**src/rtl/conv_pe_lb_if.sv**
```systemverilog
// Bus bundle for conv_pe_lb: weight load channel, pixel stream and result strobe.
// Weight and pixel beats transfer on a rising edge where valid && ready; out_valid is a one-cycle strobe with no ready.
interface conv_pe_lb_if #(
  parameter int DATA_W = 9,
  parameter int K      = 3
);
  localparam int ACC_W = 2 * DATA_W + $clog2(K * K);

  logic              w_load;
  logic              w_valid;
  logic [DATA_W-1:0] w_data;
  logic              w_ready;
  logic              pix_valid;
  logic [DATA_W-1:0] pix_data;
  logic              pix_ready;
  logic              out_valid;
  logic [ACC_W-1:0]  out_data;
  logic              frame_done;

  modport master (
    output w_load, w_valid, w_data, pix_valid, pix_data,
    input  w_ready, pix_ready, out_valid, out_data, frame_done
  );

  modport slave (
    input  w_load, w_valid, w_data, pix_valid, pix_data,
    output w_ready, pix_ready, out_valid, out_data, frame_done
  );
endinterface

```
**src/rtl/conv_pe_lb.sv**
```systemverilog
// KxK signed convolution PE over a raster pixel stream, using K-1 line buffers and a KxK window.
// Produces one full-precision result per unpadded window, two cycles after the pixel that completes it.
module conv_pe_lb #(
  parameter int DATA_W = 9,
  parameter int K      = 3,
  parameter int IMG_W  = 10,
  parameter int IMG_H  = 10
) (
  input  logic        clk,
  input  logic        rst,
  conv_pe_lb_if.slave bus,
  output logic [1:0]  dbg_state
);
  localparam int ACC_W  = 2 * DATA_W + $clog2(K * K);
  localparam int KK     = K * K;
  localparam int PROD_W = 2 * DATA_W;
  localparam int IDX_W  = ($clog2(KK + 1) > 4) ? $clog2(KK + 1) : 4;
  localparam int COL_W  = (IMG_W > 1) ? $clog2(IMG_W) : 1;
  localparam int ROW_W  = (IMG_H > 1) ? $clog2(IMG_H) : 1;

  typedef enum logic [1:0] {IDLE = 2'd0, LOAD = 2'd1, RUN = 2'd2} state_t;

  state_t                   state, state_nxt;
  logic [IDX_W-1:0]         w_idx;
  logic [COL_W-1:0]         col;
  logic [ROW_W-1:0]         row;
  logic                     reload, w_acc, pix_acc, last_w;
  logic signed [DATA_W-1:0] w_reg   [KK];
  logic signed [DATA_W-1:0] win     [K][K];
  logic        [DATA_W-1:0] lb      [K-1][IMG_W];
  logic signed [DATA_W-1:0] col_vec [K];
  logic signed [PROD_W-1:0] prod    [KK];
  logic signed [ACC_W-1:0]  sum;
  logic                     v0, v1, last0, last1;

  // A reload request at the frame boundary takes priority over a pixel offered in the same cycle.
  assign reload    = (state == RUN) && bus.w_load && (row == '0) && (col == '0);
  assign w_acc     = bus.w_valid && bus.w_ready;
  assign pix_acc   = bus.pix_valid && bus.pix_ready;
  assign last_w    = (w_idx == IDX_W'(KK - 1));
  assign dbg_state = state;

  always_comb begin
    state_nxt     = state;
    bus.w_ready   = 1'b0;
    bus.pix_ready = 1'b0;
    case (state)
      IDLE: if (bus.w_load) state_nxt = LOAD;
      LOAD: begin
        bus.w_ready = 1'b1;
        if (w_acc && last_w) state_nxt = RUN;
      end
      RUN: begin
        bus.pix_ready = !reload;
        if (reload) state_nxt = LOAD;
      end
      default: state_nxt = IDLE;
    endcase
  end

  always_ff @(posedge clk) begin
    if (rst) begin
      state          <= IDLE;
      w_idx          <= '0;
      col            <= '0;
      row            <= '0;
      v0             <= 1'b0;
      v1             <= 1'b0;
      last0          <= 1'b0;
      last1          <= 1'b0;
      bus.out_valid  <= 1'b0;
      bus.out_data   <= '0;
      bus.frame_done <= 1'b0;
      for (int i = 0; i < KK; i++) w_reg[i] <= '0;
    end else begin
      state <= state_nxt;
      if (reload) begin
        w_idx <= '0;
      end else if (w_acc) begin
        w_idx <= last_w ? '0 : w_idx + IDX_W'(1);
        // Weights shift in from the top so the first one loaded ends up in w_reg[0].
        for (int i = 0; i < KK - 1; i++) w_reg[i] <= w_reg[i+1];
        w_reg[KK-1] <= $signed(bus.w_data);
      end
      if (pix_acc) begin
        if (col == COL_W'(IMG_W - 1)) begin
          col <= '0;
          row <= (row == ROW_W'(IMG_H - 1)) ? '0 : row + ROW_W'(1);
        end else begin
          col <= col + COL_W'(1);
        end
      end
      v0             <= pix_acc && (row >= ROW_W'(K - 1)) && (col >= COL_W'(K - 1));
      last0          <= pix_acc && (row == ROW_W'(IMG_H - 1)) && (col == COL_W'(IMG_W - 1));
      v1             <= v0;
      last1          <= last0;
      bus.out_valid  <= v1;
      bus.frame_done <= last1;
      bus.out_data   <= sum;
    end
  end

  // Column entering the window: oldest row on top, the incoming pixel at the bottom.
  always_comb begin
    col_vec[K-1] = $signed(bus.pix_data);
    for (int i = 0; i < K - 1; i++) col_vec[i] = $signed(lb[K-2-i][col]);
  end

  always_ff @(posedge clk) begin
    if (pix_acc) begin
      lb[0][col] <= bus.pix_data;
      for (int j = 1; j < K - 1; j++) lb[j][col] <= lb[j-1][col];
      for (int i = 0; i < K; i++) begin
        for (int j = 0; j < K - 1; j++) win[i][j] <= win[i][j+1];
        win[i][K-1] <= col_vec[i];
      end
    end
    for (int i = 0; i < KK; i++) prod[i] <= PROD_W'(w_reg[i]) * PROD_W'(win[i/K][i%K]);
  end

  always_comb begin
    sum = '0;
    for (int i = 0; i < KK; i++) sum = sum + ACC_W'(prod[i]);
  end
endmodule

```
**src/flat_wrapper.sv**
```systemverilog
// flat-port wrapper written by rule: the top's interface ports become plain ports
module conv_pe_lb_flat 
#(
  parameter int DATA_W = 9,
  parameter int K      = 3,
  parameter int IMG_W  = 10,
  parameter int IMG_H  = 10
)
  (clk, rst, dbg_state, bus_w_load, bus_w_valid, bus_w_data, bus_pix_valid, bus_pix_data, bus_w_ready, bus_pix_ready, bus_out_valid, bus_out_data, bus_frame_done);
  conv_pe_lb_if #(.DATA_W(DATA_W), .K(K)) bus_i ();
  input  logic clk;
  input  logic rst;
  output logic [1:0] dbg_state;
  input wire logic [$bits(bus_i.w_load)-1:0] bus_w_load;
  input wire logic [$bits(bus_i.w_valid)-1:0] bus_w_valid;
  input wire logic [$bits(bus_i.w_data)-1:0] bus_w_data;
  input wire logic [$bits(bus_i.pix_valid)-1:0] bus_pix_valid;
  input wire logic [$bits(bus_i.pix_data)-1:0] bus_pix_data;
  output wire logic [$bits(bus_i.w_ready)-1:0] bus_w_ready;
  output wire logic [$bits(bus_i.pix_ready)-1:0] bus_pix_ready;
  output wire logic [$bits(bus_i.out_valid)-1:0] bus_out_valid;
  output wire logic [$bits(bus_i.out_data)-1:0] bus_out_data;
  output wire logic [$bits(bus_i.frame_done)-1:0] bus_frame_done;
  assign bus_i.w_load = bus_w_load;
  assign bus_i.w_valid = bus_w_valid;
  assign bus_i.w_data = bus_w_data;
  assign bus_i.pix_valid = bus_pix_valid;
  assign bus_i.pix_data = bus_pix_data;
  assign bus_w_ready = bus_i.w_ready;
  assign bus_pix_ready = bus_i.pix_ready;
  assign bus_out_valid = bus_i.out_valid;
  assign bus_out_data = bus_i.out_data;
  assign bus_frame_done = bus_i.frame_done;
  conv_pe_lb #(.DATA_W(DATA_W), .K(K), .IMG_W(IMG_W), .IMG_H(IMG_H)) u_core (.clk(clk), .rst(rst), .bus(bus_i), .dbg_state(dbg_state));
endmodule
```
**config.mk**
```make
export PLATFORM = sky130hd
export DESIGN_NAME = conv_pe_lb_flat
export DESIGN_NICKNAME = d
export VERILOG_FILES = /design/src/rtl/conv_pe_lb_if.sv /design/src/rtl/conv_pe_lb.sv /design/src/flat_wrapper.sv
export SDC_FILE = /design/constraint.sdc
export NUM_CORES = 2
export LEC_CHECK = 0
export CAP_MARGIN = 20
export CORE_UTILIZATION = 55
export CTS_CLUSTER_SIZE = 24
export DETAILED_ROUTE_END_ITERATION = 6
export GPL_ROUTABILITY_DRIVEN = 0
export PLACE_DENSITY = 0.71
export SYNTH_ARGS = -nofsm -noshare
export SYNTH_HDL_FRONTEND = slang
export SYNTH_SLANG_ARGS = --single-unit
```
**constraint.sdc**
```tcl
create_clock -name clk -period 5.8 [get_ports clk]
set_clock_uncertainty 0.15 [all_clocks]
set_input_delay 0.58 -clock clk [delete_from_list [all_inputs] [get_ports clk]]
set_output_delay 0.58 -clock clk [all_outputs]
set_load 0.02 [all_outputs]
```
# Word-level counts from Yosys, hierarchy flattened
# Memory sizes are Yosys's and may differ from the RTL's.
# Index checks and enable logic that the tools add are counted.
# Widths: inputs -> output; s select.
# word_totals
register_bits,42
ram_bits,504
input_bits,23
wordCells,110
n_memories,4
# op_classes
addsub,11
multipliers,9
n_lt_le_gt_ge,4
n_eq_ne,8
n_mux,35
bitwise,10
n_reduce_logical,18
# mem_list
name,words,width,read_ports,rd_clocked_by_memory_dff,wr,line_no,text
u_core.lb,2,90,2,0,2,conv_pe_lb.sv:30,logic [DATA_W-1:0] lb [K-1][IMG_W];
u_core.prod,9,18,9,0,9,conv_pe_lb.sv:32,logic signed [PROD_W-1:0] prod [KK];
u_core.w_reg,9,9,9,0,9,conv_pe_lb.sv:28,logic signed [DATA_W-1:0] w_reg [KK];
u_core.win,3,27,3,0,3,conv_pe_lb.sv:29,logic signed [DATA_W-1:0] win [K][K];
# op_table
operator,count
$mul 9x9->18,9
$add 22x18->22,6
$mux 9,14
$mux 90,1
$bmux 9 s4,2
$demux 9 s4,1
$add 19x18->20,1
$add 18x18->19,1
$add 4x1->4 const B,3
$eq 4x4->1 const B,3
$mux 4,3
$logic_and 1x1->1,11
$mux 1,10
$or 1x1->1,9
$ge 4x2->1 const B,2
$logic_not 4->1,2
$mux 2,3
$pmux 2 s3,1
$ge 5x5->1 const B,1
$lt 5x1->1 const B,1
$not 4->5,1
$ne 2x1->1 const B,2
$reduce_and 3->1,1
$eq 2x1->1 const B,1
other kinds (6),6

# Depth between registers and ports, before layout
# depth
word_depth,9
depth_mapped,20
ltp_nobuf,20

# Least setup slack after synthesis
# OpenSTA, ideal clock, no wires.
# synth_timing
kind,reg-to-reg
startpoint,memory u_core.w_reg[1][8] (netlist: u_core.w_reg[0][17])
endpoint,memory u_core.prod[0][35] (netlist name)
arrival_time_ns,4.538
path_slack_ns,0.992
path_stages_with_launch,17
n_path_buf,1
synth_period_minus_slack_ns,4.808
cell_sequence,edfxtp_1 -> clkbuf_1 -> nand2_1 -> fa_1 -> fa_1 -> inv_1 -> fa_1 -> inv_1 -> fa_1 -> inv_1 -> fa_1 -> ha_1 -> o21a_1 -> a2111oi_2 -> o31ai_1 -> a21oi_1 -> xnor2_1
# synth_lines
item,line_no
from (decl),conv_pe_lb.sv:28
to (decl),conv_pe_lb.sv:32

==> flow_summary.yaml <==
status:
  outcome: "complete, no violations"
min_path:
  hold_class: "flop to flop"
grt:
  gr-usage-all-layers_pct: 24.58
  antenna_found_initial: 1
  grt_pass1_vias: 32120
  grt_max_degree: 60
  gr-total-overflow: 0
  grt_pass1_wl_um: 172900
sta:
  worstMarginPinSlew_ns: 1.146
  maxSlewViolCount: 0
  finalCriticalPeriod_ns: 5.211
  fin_setup_tns_ns: 0
  min_period_over_period_pct: 89.84
  slew_headroom_pct: 23.11
  finalHoldViolations: 0
  max_freq_ghz: 0.1919
  setup_viol: 0
  rsz0062_at_grt: "false"
critical_path:
  critPathMaxFanout: 10
  critical_path_class: "flop to flop"
  crit_path_end_kind: "flop"
  cp.required_ns: 6.21
  critical-path-slowest-cell: "edfxtp_1"
  crit_arrival_ns: 5.62
  crit_chain: "nand2_1 > fa_1 > fa_1 > inv_1 > ha_1 > inv_1 > fa_1 > inv_1 > ha_1 > ha_1 > fa_1 > a21o_1 > a211oi_1 > o21ai_0 > a31o_2 > a21oi_1 > xnor2_1"
  crit_path_frequent_cell: "fa_1"
  max_stage_delay_ns: 0.63
  start_kind: "flop"
clocking:
  cts_sinks: 546
  clock-root-buffer: "clkbuf_16"
  clockBufferDepth: 3
  cts.hold.buffers_added: 0
  numCtsBuffers: 58
  cts-resized-gates: 0
  htreeDepth: 2
  postCtsSetupRepairBufs: 0
  cts_tree: "yes"
  clk_latency_ns: 0.65
  clk_pin_slew_worst_paths_ns: 0.06
finish:
  top_regs: "u_core.lb (180), u_core.prod (162)"
  final_cell_mix: "inv_1 (979), fa_1 (742), and2_1 (429)"
  drive_above_1_share_pct: 4.504
  antenna_cells: 0
  largest_register_ffs: 180
  final_common_cell: "inv_1"
  syn_to_final_growth_pct: 7.683
  final_area_um2: 52720
  fillers: 7129
  top_register: "u_core.lb"
  finish.net_count: 5674
logic_synthesis:
  synthCells: 4511
  syn_area_um2: 48960
  synthesis.nets: 5661
  synth_cell_types: 66
  synth_seq_cells: 546
  synth_seq_area_share_pct: 29.32
  synth_top_area_cell: "fa_1"
  synth.area.top_cells: "fa_1 (30%), edfxtp_1 (21%), ha_1 (9.8%)"
  synth_edf_count: 342
  ys.flop_type: "edfxtp_1"
  synth_warnings: 0
  yosysTopAreaCellShare_pct: 30.34
  synth_area_per_cell_um2: 10.85
  async_flop_share_pct: 0
floorplan:
  std_cell_rows: 109
  start_util_pct: 55.48
  core_area_um2: 88240
  die_w_um: 300.3
  io_pins: 51
  die_h_um: 300.3
  dieArea_um2: 90210
route:
  drt_iter0_markers: 1806
  vias: 30100
  firstDrtPassIters: 6
  wl_per_cell_um: 18.27
  drtAntennaViolNets: 0
  remaining_drc_errors: 0
  wirelength_um: 104900
  viasPerCell: 5.245
placed_design:
  dpl.hpwl_um: 82610
  dpl_cell_area_um2: 50610
  io_buffer_count: 50
job:
  max-cap-violations: 0
[layer usage]
metal,part of all wire [%],global-route usage [%],wire (um)
met1,44,34.33,46390
met2,48,40.33,49890
met3,6.1,4.003,6347
met4,2.1,5.831,2230
met5,0,0,0
[cells by family after synthesis]
| kind of cell | count (synthesis) | share of synthesized area [%] |
|---|---|---|
| adders and majority gates | 1127 | 40.18 |
| and+or+nand+nor | 1125 | 11.68 |
| buffers and inverters | 1115 | 8.733 |
| DFF | 546 | 29.32 |
| AOI/OAI and AO/OA | 351 | 4.593 |
| xor gates and xnor gates | 188 | 3.363 |
| muxes | 59 | 2.132 |
[cell usage after synthesis, types with 10 or more instances]
cell and number:
a211oi_1 14, a21o_1 19, a21oi_1 72, a22oi_1 18, a31oi_1 21, and2_1 430, buf_6 10, clkbuf_1 110
dfxtp_1 204, edfxtp_1 342, fa_1 742, ha_1 385, inv_1 979, mux2i_1 21, mux4_2 36, nand2_1 358
nand2b_1 47, nand3_1 15, nor2_1 154, nor2b_1 28, nor3_1 49, o21a_1 30, o21ai_0 79, o21ai_1 19
o21bai_1 23, xnor2_1 133, xor2_1 55
[layout make-up]
class / instances / area [um2] / area share, %
multi-input cells: 2850 / 30340 / 57.55
well taps: 1165 / 1458 / 2.765
inverters: 980 / 3681 / 6.983
clock inverters: 33 / 496.7 / 0.9423
flip-flops and latches: 546 / 14360 / 27.23
repair buffers: 88 / 780.7 / 1.481
clock buffers: 77 / 1604 / 3.043
[per-stage QoR]
stage	utilization (%)	cells	hold WS, ns	worst slack [ns]
floorplan	-	4511	0.2638	0.9924
global placement	57.35	5628	0.2652	0.6917
detailed placement	57.35	5628	0.2739	0.6506
CTS	59.74	5738	0.2866	0.6219
global route	59.74	5739	0.3095	0.3233
finish	59.74	5739	0.2816	0.5893
[final timing paths]
path | cells past startpoint | to | start | slack [ns]
worst min register to register | 1 | u_core.last1 | u_core.last0 | 0.28
worst max-delay path | 17 | u_core.prod[0][51] | u_core.win[0][0] | 0.59
worst min-delay path | 1 | u_core.last1 | u_core.last0 | 0.28
worst max register to register | 17 | u_core.prod[0][51] | u_core.win[0][0] | 0.59
[critical path, delay by kind of cell, from the launching register on]
family | cells | cell delay [ns]
adder cells (fa/ha/maj) | 7 | 2.72
AO/OA/AOI/OAI | 5 | 1.16
flip-flops | 1 | 0.63
AND/OR/NAND/NOR | 1 | 0.17
XOR/XNOR | 1 | 0.16
buffers and inverters | 3 | 0.13
Power is not shown: default switching activity piles up to over one toggle a cycle in this logic, so the estimate is an artifact.
